`config.mk`:
```
export PLATFORM = sky130hd
export DESIGN_NAME = axi_lite_acc_slave_flat
export DESIGN_NICKNAME = d
export VERILOG_FILES = /design/src/rtl/axi_lite_pkg.sv /design/src/rtl/axi_lite_acc_slave_if.sv /design/src/rtl/axi_lite_acc_slave_core.sv /design/src/rtl/axi_lite_acc_slave.sv /design/src/flat_wrapper.sv
export SDC_FILE = /design/constraint.sdc
export NUM_CORES = 1
export LEC_CHECK = 0
export CAP_MARGIN = 40
export CELL_PAD_IN_SITES_DETAIL_PLACEMENT = 0
export CELL_PAD_IN_SITES_GLOBAL_PLACEMENT = 2
export CORE_MARGIN = 4
export CORE_UTILIZATION = 38
export DETAILED_ROUTE_END_ITERATION = 7
export PLACE_DENSITY = 0.9
export SLEW_MARGIN = 10
export SYNTH_ARGS = -nofsm -noshare
export SYNTH_HDL_FRONTEND = slang
export SYNTH_HIERARCHICAL = 1
export SYNTH_SLANG_ARGS = --single-unit
```
`constraint.sdc`:
```
create_clock -name s_axi_aclk -period 4.52 [get_ports s_axi_aclk]
set_input_delay 1.356 -clock s_axi_aclk [delete_from_list [all_inputs] [get_ports s_axi_aclk]]
set_output_delay 1.356 -clock s_axi_aclk [all_outputs]
set_load 0.02 [all_outputs]
```
`src/rtl/axi_lite_pkg.sv`:
```
// Shared definitions for the AXI4-Lite accumulator slave: response codes,
// register offsets, channel FSM state types and the byte-strobe merge helper.
package axi_lite_pkg;

  localparam int unsigned AXI_DATA_W = 32;

  localparam logic [2:0] RESP_OKAY   = 3'd0;
  localparam logic [2:0] RESP_SLVERR = 3'd2;

  localparam logic [7:0] OFF_CTRL   = 8'h00;
  localparam logic [7:0] OFF_DATA   = 8'h04;
  localparam logic [7:0] OFF_STATUS = 8'h08;
  localparam logic [7:0] OFF_RESULT = 8'h0C;

  typedef enum logic [1:0] {
    W_IDLE      = 2'd0,
    W_HAVE_ADDR = 2'd1,
    W_HAVE_DATA = 2'd2,
    W_RESP      = 2'd3
  } w_state_t;

  typedef enum logic {
    R_IDLE = 1'b0,
    R_DATA = 1'b1
  } r_state_t;

  // Byte lane i takes new_word only where strb[i] is set.
  function automatic logic [31:0] strb_merge(input logic [31:0] old_word,
                                             input logic [31:0] new_word,
                                             input logic [3:0]  strb);
    logic [31:0] merged;
    merged = old_word;
    for (int i = 0; i < 4; i++) begin
      if (strb[i]) begin
        merged[8*i +: 8] = new_word[8*i +: 8];
      end else begin
        merged[8*i +: 8] = old_word[8*i +: 8];
      end
    end
    return merged;
  endfunction

endpackage

```
`src/rtl/axi_lite_acc_slave_if.sv`:
```
// AXI4-Lite bus bundle between the address-decoding bus port and the
// accumulator slave.
interface axi_lite_acc_slave_if #(
  parameter int ADDR_WIDTH = 8,
  parameter int DATA_WIDTH = 32,
  parameter int RESP_WIDTH = 3
);
  logic [ADDR_WIDTH-1:0]   awaddr;
  logic                    awvalid;
  logic                    awready;
  logic [DATA_WIDTH-1:0]   wdata;
  logic [DATA_WIDTH/8-1:0] wstrb;
  logic                    wvalid;
  logic                    wready;
  logic [RESP_WIDTH-1:0]   bresp;
  logic                    bvalid;
  logic                    bready;
  logic [ADDR_WIDTH-1:0]   araddr;
  logic                    arvalid;
  logic                    arready;
  logic [DATA_WIDTH-1:0]   rdata;
  logic [RESP_WIDTH-1:0]   rresp;
  logic                    rvalid;
  logic                    rready;

  modport slave (
    input  awaddr, awvalid, wdata, wstrb, wvalid, bready, araddr, arvalid, rready,
    output awready, wready, bresp, bvalid, arready, rdata, rresp, rvalid
  );

  modport master (
    output awaddr, awvalid, wdata, wstrb, wvalid, bready, araddr, arvalid, rready,
    input  awready, wready, bresp, bvalid, arready, rdata, rresp, rvalid
  );
endinterface

```
`src/rtl/axi_lite_acc_slave_core.sv`:
```
// Accumulator datapath: CTRL/DATA registers, wrapping ACC, write COUNT and
// sticky OVF. Strobes arrive already resolved (all ones when strobes are off).
module acc_slave_core
  import axi_lite_pkg::*;
(
  input  logic        clk,
  input  logic        rst_n,
  input  logic        ctrl_we,
  input  logic        data_we,
  input  logic [31:0] wdata,
  input  logic [3:0]  wstrb,
  output logic [31:0] acc,
  output logic [15:0] count,
  output logic        ovf,
  output logic        acc_en
);

  logic [31:0] data_r;
  logic [31:0] acc_r;
  logic [15:0] count_r;
  logic        ovf_r;
  logic        acc_en_r;

  logic [31:0] data_merged_s;
  logic [1:0]  ctrl_bits_s;
  logic [32:0] sum_s;

  // CLR is never stored, so the CTRL lane falls back to {0, ACC_EN} when masked.
  always_comb begin
    data_merged_s = strb_merge(data_r, wdata, wstrb);
    ctrl_bits_s   = wstrb[0] ? wdata[1:0] : {1'b0, acc_en_r};
    sum_s         = {1'b0, acc_r} + {1'b0, data_merged_s};
  end

  // Register state: CTRL write (with optional clear) or DATA accumulate.
  always_ff @(posedge clk or negedge rst_n) begin
    if (!rst_n) begin
      data_r   <= 32'd0;
      acc_r    <= 32'd0;
      count_r  <= 16'd0;
      ovf_r    <= 1'b0;
      acc_en_r <= 1'b0;
    end else if (ctrl_we) begin
      acc_en_r <= ctrl_bits_s[0];
      if (ctrl_bits_s[1]) begin
        acc_r   <= 32'd0;
        count_r <= 16'd0;
        ovf_r   <= 1'b0;
      end
    end else if (data_we) begin
      data_r <= data_merged_s;
      if (acc_en_r) begin
        acc_r   <= sum_s[31:0];
        count_r <= count_r + 16'd1;
        if (sum_s[32]) begin
          ovf_r <= 1'b1;
        end
      end
    end
  end

  assign acc    = acc_r;
  assign count  = count_r;
  assign ovf    = ovf_r;
  assign acc_en = acc_en_r;

endmodule

```
`src/rtl/axi_lite_acc_slave.sv`:
```
// AXI4-Lite accumulator slave top: write/read channel FSMs and address decode.
// Define AXI_ACC_SLAVE_STRB_EN to honour wstrb on CTRL/DATA writes.
module axi_lite_acc_slave
  import axi_lite_pkg::*;
#(
  parameter int DATA_WIDTH = 32,
  parameter int ADDR_WIDTH = 8,
  parameter int RESP_WIDTH = 3,
  parameter int BASE_ADDR  = 0
) (
  input  logic                 s_axi_aclk,
  input  logic                 s_axi_aresetn,
  axi_lite_acc_slave_if.slave  s_axi
);

  localparam int STRB_WIDTH = DATA_WIDTH / 8;
  localparam logic [ADDR_WIDTH-1:0] BASE_S = ADDR_WIDTH'(BASE_ADDR);
  localparam logic [RESP_WIDTH-1:0] OKAY_S = RESP_WIDTH'(RESP_OKAY);
  localparam logic [RESP_WIDTH-1:0] SLVERR_S = RESP_WIDTH'(RESP_SLVERR);

  w_state_t              w_state_r;
  r_state_t              r_state_r;
  logic                  awready_r, wready_r, bvalid_r;
  logic [RESP_WIDTH-1:0] bresp_r;
  logic                  arready_r, rvalid_r;
  logic [DATA_WIDTH-1:0] rdata_r;
  logic [RESP_WIDTH-1:0] rresp_r;
  logic [ADDR_WIDTH-1:0] awaddr_r;
  logic [DATA_WIDTH-1:0] wdata_r;
`ifdef AXI_ACC_SLAVE_STRB_EN
  logic [STRB_WIDTH-1:0] wstrb_r;
`endif

  logic                  aw_hs_s, w_hs_s, ar_hs_s, commit_s;
  logic [ADDR_WIDTH-1:0] wr_addr_s, wr_off_s, rd_off_s;
  logic [DATA_WIDTH-1:0] wr_data_s, rd_data_s;
  logic [STRB_WIDTH-1:0] wr_strb_s;
  logic                  wr_legal_s, ctrl_we_s, data_we_s;
  logic [RESP_WIDTH-1:0] wr_resp_s, rd_resp_s;

  logic [31:0] acc_s;
  logic [15:0] count_s;
  logic        ovf_s, acc_en_s;

  assign aw_hs_s = s_axi.awvalid & awready_r;
  assign w_hs_s  = s_axi.wvalid  & wready_r;
  assign ar_hs_s = s_axi.arvalid & arready_r;

  // The commit uses whichever half was captured earlier plus the half on the bus now.
  always_comb begin
    wr_addr_s = (w_state_r == W_HAVE_ADDR) ? awaddr_r : s_axi.awaddr;
    wr_data_s = (w_state_r == W_HAVE_DATA) ? wdata_r  : s_axi.wdata;
`ifdef AXI_ACC_SLAVE_STRB_EN
    wr_strb_s = (w_state_r == W_HAVE_DATA) ? wstrb_r  : s_axi.wstrb;
`else
    wr_strb_s = {STRB_WIDTH{1'b1}};
`endif
    case (w_state_r)
      W_IDLE:      commit_s = aw_hs_s & w_hs_s;
      W_HAVE_ADDR: commit_s = w_hs_s;
      W_HAVE_DATA: commit_s = aw_hs_s;
      default:     commit_s = 1'b0;
    endcase
    wr_off_s   = wr_addr_s - BASE_S;
    ctrl_we_s  = commit_s & (wr_off_s == ADDR_WIDTH'(OFF_CTRL));
    data_we_s  = commit_s & (wr_off_s == ADDR_WIDTH'(OFF_DATA));
    wr_legal_s = (wr_off_s == ADDR_WIDTH'(OFF_CTRL)) | (wr_off_s == ADDR_WIDTH'(OFF_DATA));
    wr_resp_s  = wr_legal_s ? OKAY_S : SLVERR_S;
  end

  // Read decode samples the pre-edge register values, so a same-cycle commit is not seen.
  always_comb begin
    rd_off_s = s_axi.araddr - BASE_S;
    case (rd_off_s)
      ADDR_WIDTH'(OFF_STATUS): begin
        rd_data_s = {{(DATA_WIDTH-18){1'b0}}, ovf_s, acc_en_s, count_s};
        rd_resp_s = OKAY_S;
      end
      ADDR_WIDTH'(OFF_RESULT): begin
        rd_data_s = acc_s;
        rd_resp_s = OKAY_S;
      end
      default: begin
        rd_data_s = {DATA_WIDTH{1'b0}};
        rd_resp_s = SLVERR_S;
      end
    endcase
  end

  // Write channel FSM; readies/bvalid are registered alongside the state.
  always_ff @(posedge s_axi_aclk or negedge s_axi_aresetn) begin
    if (!s_axi_aresetn) begin
      w_state_r <= W_IDLE;
      awready_r <= 1'b0;
      wready_r  <= 1'b0;
      bvalid_r  <= 1'b0;
      bresp_r   <= {RESP_WIDTH{1'b0}};
      awaddr_r  <= {ADDR_WIDTH{1'b0}};
      wdata_r   <= {DATA_WIDTH{1'b0}};
`ifdef AXI_ACC_SLAVE_STRB_EN
      wstrb_r   <= {STRB_WIDTH{1'b0}};
`endif
    end else begin
      case (w_state_r)
        W_IDLE, W_HAVE_ADDR, W_HAVE_DATA: begin
          if (commit_s) begin
            w_state_r <= W_RESP;
            awready_r <= 1'b0;
            wready_r  <= 1'b0;
            bvalid_r  <= 1'b1;
            bresp_r   <= wr_resp_s;
          end else if (w_state_r == W_IDLE && aw_hs_s) begin
            w_state_r <= W_HAVE_ADDR;
            awaddr_r  <= s_axi.awaddr;
            awready_r <= 1'b0;
            wready_r  <= 1'b1;
          end else if (w_state_r == W_IDLE && w_hs_s) begin
            w_state_r <= W_HAVE_DATA;
            wdata_r   <= s_axi.wdata;
`ifdef AXI_ACC_SLAVE_STRB_EN
            wstrb_r   <= s_axi.wstrb;
`endif
            awready_r <= 1'b1;
            wready_r  <= 1'b0;
          end else if (w_state_r == W_IDLE) begin
            awready_r <= 1'b1;
            wready_r  <= 1'b1;
          end
        end
        W_RESP: begin
          if (s_axi.bready) begin
            w_state_r <= W_IDLE;
            bvalid_r  <= 1'b0;
            awready_r <= 1'b1;
            wready_r  <= 1'b1;
          end
        end
        default: begin
          w_state_r <= W_IDLE;
          awready_r <= 1'b0;
          wready_r  <= 1'b0;
          bvalid_r  <= 1'b0;
        end
      endcase
    end
  end

  // Read channel FSM; rdata/rresp captured at the AR handshake and held.
  always_ff @(posedge s_axi_aclk or negedge s_axi_aresetn) begin
    if (!s_axi_aresetn) begin
      r_state_r <= R_IDLE;
      arready_r <= 1'b0;
      rvalid_r  <= 1'b0;
      rdata_r   <= {DATA_WIDTH{1'b0}};
      rresp_r   <= {RESP_WIDTH{1'b0}};
    end else begin
      case (r_state_r)
        R_IDLE: begin
          if (ar_hs_s) begin
            r_state_r <= R_DATA;
            arready_r <= 1'b0;
            rvalid_r  <= 1'b1;
            rdata_r   <= rd_data_s;
            rresp_r   <= rd_resp_s;
          end else begin
            arready_r <= 1'b1;
          end
        end
        R_DATA: begin
          if (s_axi.rready) begin
            r_state_r <= R_IDLE;
            rvalid_r  <= 1'b0;
            arready_r <= 1'b1;
          end
        end
        default: begin
          r_state_r <= R_IDLE;
          arready_r <= 1'b0;
          rvalid_r  <= 1'b0;
        end
      endcase
    end
  end

  acc_slave_core u_core (
    .clk     (s_axi_aclk),
    .rst_n   (s_axi_aresetn),
    .ctrl_we (ctrl_we_s),
    .data_we (data_we_s),
    .wdata   (wr_data_s[31:0]),
    .wstrb   (wr_strb_s[3:0]),
    .acc     (acc_s),
    .count   (count_s),
    .ovf     (ovf_s),
    .acc_en  (acc_en_s)
  );

  assign s_axi.awready = awready_r;
  assign s_axi.wready  = wready_r;
  assign s_axi.bvalid  = bvalid_r;
  assign s_axi.bresp   = bresp_r;
  assign s_axi.arready = arready_r;
  assign s_axi.rvalid  = rvalid_r;
  assign s_axi.rdata   = rdata_r;
  assign s_axi.rresp   = rresp_r;

endmodule

```
`src/flat_wrapper.sv`:
```
// flat-port wrapper written by rule: the top's interface ports become plain ports
module axi_lite_acc_slave_flat import axi_lite_pkg::*;
#(
  parameter int DATA_WIDTH = 32,
  parameter int ADDR_WIDTH = 8,
  parameter int RESP_WIDTH = 3,
  parameter int BASE_ADDR  = 0
)
  (s_axi_aclk, s_axi_aresetn, s_axi_awaddr, s_axi_awvalid, s_axi_wdata, s_axi_wstrb, s_axi_wvalid, s_axi_bready, s_axi_araddr, s_axi_arvalid, s_axi_rready, s_axi_awready, s_axi_wready, s_axi_bresp, s_axi_bvalid, s_axi_arready, s_axi_rdata, s_axi_rresp, s_axi_rvalid);
  axi_lite_acc_slave_if #(.ADDR_WIDTH(ADDR_WIDTH), .DATA_WIDTH(DATA_WIDTH), .RESP_WIDTH(RESP_WIDTH)) s_axi_i ();
  input  logic s_axi_aclk;
  input  logic s_axi_aresetn;
  input wire logic [$bits(s_axi_i.awaddr)-1:0] s_axi_awaddr;
  input wire logic [$bits(s_axi_i.awvalid)-1:0] s_axi_awvalid;
  input wire logic [$bits(s_axi_i.wdata)-1:0] s_axi_wdata;
  input wire logic [$bits(s_axi_i.wstrb)-1:0] s_axi_wstrb;
  input wire logic [$bits(s_axi_i.wvalid)-1:0] s_axi_wvalid;
  input wire logic [$bits(s_axi_i.bready)-1:0] s_axi_bready;
  input wire logic [$bits(s_axi_i.araddr)-1:0] s_axi_araddr;
  input wire logic [$bits(s_axi_i.arvalid)-1:0] s_axi_arvalid;
  input wire logic [$bits(s_axi_i.rready)-1:0] s_axi_rready;
  output wire logic [$bits(s_axi_i.awready)-1:0] s_axi_awready;
  output wire logic [$bits(s_axi_i.wready)-1:0] s_axi_wready;
  output wire logic [$bits(s_axi_i.bresp)-1:0] s_axi_bresp;
  output wire logic [$bits(s_axi_i.bvalid)-1:0] s_axi_bvalid;
  output wire logic [$bits(s_axi_i.arready)-1:0] s_axi_arready;
  output wire logic [$bits(s_axi_i.rdata)-1:0] s_axi_rdata;
  output wire logic [$bits(s_axi_i.rresp)-1:0] s_axi_rresp;
  output wire logic [$bits(s_axi_i.rvalid)-1:0] s_axi_rvalid;
  assign s_axi_i.awaddr = s_axi_awaddr;
  assign s_axi_i.awvalid = s_axi_awvalid;
  assign s_axi_i.wdata = s_axi_wdata;
  assign s_axi_i.wstrb = s_axi_wstrb;
  assign s_axi_i.wvalid = s_axi_wvalid;
  assign s_axi_i.bready = s_axi_bready;
  assign s_axi_i.araddr = s_axi_araddr;
  assign s_axi_i.arvalid = s_axi_arvalid;
  assign s_axi_i.rready = s_axi_rready;
  assign s_axi_awready = s_axi_i.awready;
  assign s_axi_wready = s_axi_i.wready;
  assign s_axi_bresp = s_axi_i.bresp;
  assign s_axi_bvalid = s_axi_i.bvalid;
  assign s_axi_arready = s_axi_i.arready;
  assign s_axi_rdata = s_axi_i.rdata;
  assign s_axi_rresp = s_axi_i.rresp;
  assign s_axi_rvalid = s_axi_i.rvalid;
  axi_lite_acc_slave #(.DATA_WIDTH(DATA_WIDTH), .ADDR_WIDTH(ADDR_WIDTH), .RESP_WIDTH(RESP_WIDTH), .BASE_ADDR(BASE_ADDR)) u_core (.s_axi_aclk(s_axi_aclk), .s_axi_aresetn(s_axi_aresetn), .s_axi(s_axi_i));
endmodule
```
After elaboration in Yosys (flattened, before gate mapping)
Index checks and enable logic that the tools add are counted.
Widths: inputs -> output; s select.

word-level totals
  logic and storage cells = 106
  output and inout port bits = 43
  flip-flop bits (word level) = 136
  bits of input ports = 59

cells by class
  bitwise gates (word level) = 10
  add/sub/neg operators = 2
  eq/ne operators = 13
  muxes and demuxes = 46
  reductions and logical operators = 19

operators with widths
  kind                   number
  $mux 32                5
  $mux 16                4
  $pmux 32 s2            1
  $add 32x32->33         1
  $mux 1                 21
  $add 16x1->16 const B  1
  $eq 8x4->1 const B     2
  $mux 2                 6
  $pmux 1 s2             6
  $reduce_and 2->1       6
  $eq 8x3->1 const B     1
  $logic_not 8->1        1
  $mux 8                 1
  $reduce_and 4->1       2
  $and 1x1->1            6
  $ne 2x2->1 const B     3
  $reduce_and 3->1       2
  $reduce_bool 2->1      3
  $ne 5x1->1 const B     1
  $eq 2x2->1 const B     2
  $ne 2x1->1 const B     2
  $ne 4x1->1 const B     1
  $pmux 2 s2             1
  $not 1->1              3
  other kinds (7)        8

Longest topological paths before layout
  depth after elaboration = 7
  mapped depth = 13

Hierarchy
The synthesis kept the hierarchy.

modules (own cells, without submodules)
  module              times used  area each (µm²)  cells each  sequential area each (µm²)
  acc_slave_core      1           5,561.6          587         2,052.0
  axi_lite_acc_slave  1           4,182.8          313         2,052.0

Least setup slack after synthesis
No wires, ideal clock.

  path type = input to register
  start point = in s_axi_wdata[1]
  end point = reg u_core.u_core.acc_r[19] (netlist: u_core/u_core/acc[19])
  data required time = 4,398 ps
  slack = 820 ps
  setup time = 122 ps
  stages = 10
  buffers on the path = 0
  arrival = 3,579 ps
  path through = mux2_2 -> mux2i_1 -> inv_1 -> ha_1 -> a211oi_2 -> o211ai_2 -> nand4_1 -> a21oi_1 -> or4_1 -> a32o_1

on the way
  cells in the longest elaborated chain, start to end = 5
  elaborated cells between the ends (all ways) = 7
  classes of those cells = 1 x add/sub; 1 x eq/ne; 4 x mux; 1 x reduce/logical

ends and longest elaborated chain
  item                                line                           text
  start: declaration                  flat_wrapper.sv:15             input wire logic [$bits(s_axi_i.wdata)-1:0] s_axi_wdata;
  $mux 32 (*)                         axi_lite_acc_slave.sv:52       wr_data_s = (w_state_r == W_HAVE_DATA) ? wdata_r : s_axi.wdata;
  net u_core.u_core.data_merged_s[1]  axi_lite_acc_slave_core.sv:24  logic [31:0] data_merged_s;
  $add 32x32->33                      axi_lite_acc_slave_core.sv:32  sum_s = {1'b0, acc_r} + {1'b0, data_merged_s};
  $mux 32                             axi_lite_acc_slave_core.sv:52  if (acc_en_r) begin
  $mux 32                             axi_lite_acc_slave_core.sv:50  end else if (data_we) begin
  $mux 32                             axi_lite_acc_slave_core.sv:43  end else if (ctrl_we) begin
  end signal: assignment              axi_lite_acc_slave_core.sv:53  acc_r <= sum_s[31:0];
  end: declaration                    axi_lite_acc_slave_core.sv:19  logic [31:0] acc_r;

The timed path passes the listed nets; every way through them passes the cells marked *. The select of a mux whose other input is x is not followed.
A chain may end at the register's enable or synchronous reset.

Worst setup path in the final report
  start point = in s_axi_wdata[0]
  end point = reg u_core.u_core.acc_r[18] (netlist: u_core/u_core/acc[18])

on the way
  cells in the longest elaborated chain, start to end = 5

ends and longest elaborated chain
  item                     line                           text
  $mux 32                  axi_lite_acc_slave.sv:52
  net u_core.wr_data_s[0]  axi_lite_acc_slave.sv:36       logic [DATA_WIDTH-1:0] wr_data_s, rd_data_s;
  $add 32x32->33           axi_lite_acc_slave_core.sv:32
  $mux 32                  axi_lite_acc_slave_core.sv:52
  $mux 32                  axi_lite_acc_slave_core.sv:50
  $mux 32                  axi_lite_acc_slave_core.sv:43

The timed path passes the listed nets, and every way through them passes these cells. The select of a mux whose other input is x is not followed.

==> flow_summary.ini <==
[run_status]
status = complete, no violations

[timing]
period_needed_ps = 4040
post-route-period-util = 0.895
max_freq_mhz = 247
worst_slack_ps = 476
slew_violations = 0
hold_viol_final = 0
clock_skew_ps = 10.9
setup-violations-final = 0
tightest_slew_ps = 894
rsz0062_at_grt = no
fin_setup_tns_ps = 0
max_slew_margin = 0.402

[global_routing]
grt_util_all_layers = 0.169
antenna_found_initial = 0
grt_pass1_wl_um = 38600
grt_pass1_vias = 7078
grt_overflow_total = 0
grt_start_max_net_pins = 75

[layout]
fillers = 2370
final_common_cell = dfrtp_1
drive_above_1_share = 0.241
nets = 1093
mostFrequentLayoutCells = 164 x dfrtp_1, 107 x mux2_2, 95 x nand2_1, 92 x clkdlybuf4s50_1, 51 x a21oi_1
area_delta_synth_final_pct = 20.0
diodes = 0
final-seq-area_um2 = 4100
multiInputGateArea_um2 = 5300
instances_no_fill = 1343

[clocking]
cts_buffers = 17
cts.path.max_buffers = 2
cts_tree = done
cts_resized = 0
cts.sinks = 164
insertion_delay_ps = 430
ctsHoldBuffers = 0
htree_levels = 4
cts_root_buf = clkbuf_16
post_cts_buffers = 0
cts.clk_slew.worst_paths_ps = 70

[yosys]
synth_top_family_by_area = multiplexers
ys_seq_area_frac = 0.421
synth.area.top_cells = dfrtp_1 42%, mux2_2 12%, mux2_4 4.6%
synth-simple-area-share = 0.130
syn_inst = 900
yosysTopAreaCellShare = 0.421
synth_fa_ha_area_frac = 0.0444
synth_mux_area_frac = 0.191
synth_cell_types = 80
yosysTopAreaCell = dfrtp_1
netlist_area_um2 = 9740
synth-seq-cells = 164
ys_async_sr_fraction = 1.00
synth_compound_area_frac = 0.149
yosysWarnings = 6
synth-edff-count = 0
synth-xor-area-share = 0.0252
synthFlopType = dfrtp_1
syn_area_per_cell_um2 = 10.8

[power_and_ir_drop]
power_density_nw_per_um2 = 445
ir_drop_v = 0.000242
total_power_mw = 5.20
leakage_nw = 5.21

[flow_run]
drv_cap = 0

[critical_path]
worst_setup_path_end_kind = flip-flop
worst-path-max-fanout = 4
start_kind = input port
path_class = in2reg
cp_data_required_time_ps = 4830
cp.arrival_ps = 4360

[placement]
dp.cells = 1311
place_ws_ps = 51.5
port_buffers = 93
hpwl_um = 17300
gp_congestion = 0.835

[drt]
dr_total_vias = 7091
drc = 0
ant_nets = 0
wire_per_inst_um = 17.6
totalWireLength_um = 23700
first_pass_iters = 5
drt_iter0_markers = 526
viasPerCell = 5.28

[die]
start_util = 0.387
die_y_um = 168
die_w_um = 168
die-area_um2 = 28300
rows = 58
core-area_um2 = 25200
io_pins = 102

[worst_hold_path]
hold_class = reg2reg
-- Yosys cell counts (6+ instances only) --
library cell and instances:
a211oi_1 6, xor2_1 15, nor3_1 6, a31o_1 10
a21oi_1 51, o21ai_0 45, inv_1 14, nand2b_1 12
nor2_1 40, clkbuf_1 20, mux2_2 107, ha_1 33
mux2_4 30, buf_2 15, nand4_1 14, o31ai_2 10
dfrtp_1 164, buf_6 8, o31ai_1 14, xnor2_1 13
nand2_1 95, and2_1 15, mux2i_1 21, nand3_1 12
or3_1 12
-- cells by family (layout without fill, tap and decap cells) --
kind of cell    count (synthesis)  after routing
fa+ha+maj                      34             34
flops                         164            164
compound gates                205            205
mux                           158            158
buf+inv                        66            172
other cells                     2              9
xor+xnor                       28             28
simple gates                  243            243
-- flip-flops by register name, indices dropped and copies added (netlist names), 2 cells and up --
| name | flops |
|---|---|
| u_core/u_core/count | 16 |
| u_core/wdata_r | 32 |
| u_core/w_state_r | 2 |
| u_core/s_axi.rdata | 32 |
| u_core/u_core/data_r | 32 |
| u_core/u_core/acc | 32 |
| u_core/awaddr_r | 8 |
-- path summary, 6_finish.rpt --
| kind | startpoint | to | slack (ps) | cells after the start |
|---|---|---|---|---|
| max | s_axi_wdata[0] | u_core/u_core/acc[18] | 480 | 12 |
| min | u_core/s_axi.rvalid | u_core/s_axi.rvalid | 480 | 2 |
| max reg2reg | u_core/w_state_r[0] | u_core/u_core/acc[31] | 590 | 11 |
| min reg2reg | u_core/s_axi.rvalid | u_core/s_axi.rvalid | 480 | 2 |
| max in group asynchronous | s_axi_aresetn | u_core/u_core/data_r[23] | 2780 | 3 |
| min in group asynchronous | s_axi_aresetn | u_core/awaddr_r[0] | 760 | 1 |
-- per-layer routing --
metal | part of all wire | track usage | wire length (um) | vias up
met5 | 0 | 0 | 0 | -
met4 | 0.0089 | 0.0353 | 211 | 0
met3 | 0.036 | 0.0352 | 860 | 15
met2 | 0.44 | 0.255 | 10400 | 124
met1 | 0.51 | 0.250 | 12200 | 3474
li1 | - | - | - | 3478
-- through the flow --
step	instance area (um2)	hold WS, ps	utilization
global placement	11100	460	0.439
detailed placement	11100	465	0.441
floorplan	9770	449	-
CTS	11700	482	0.464
finish	11700	475	0.464
global route	11700	499	0.464
-- worst max-delay path: stages --
cell and delay, ps:
clkdlybuf4s50_1 440, mux2_2 320, mux2_2 280, ha_1 200, inv_1 70, fa_1 180, nand2b_1 150, a21oi_2 90
o21ai_0 500, a21oi_1 190, or3_1 330, a32o_1 240
-- final cells by class --
type	instances	area share
Clock buffer	21	0.0402
Multi-Input combinational cell	677	0.453
Inverter	14	0.00449
Sequential cell	164	0.351
Timing Repair Buffer	126	0.106
Clock inverter	11	0.00984
Tap cell	330	0.0353
-- power breakdown --
group          total [mW]  internal [mW]  switching, mW
sequential           2.01           1.81          0.208
combinational        1.73          0.908          0.825
clock                1.45          0.815          0.638
Power figures use the tool's default switching activity.
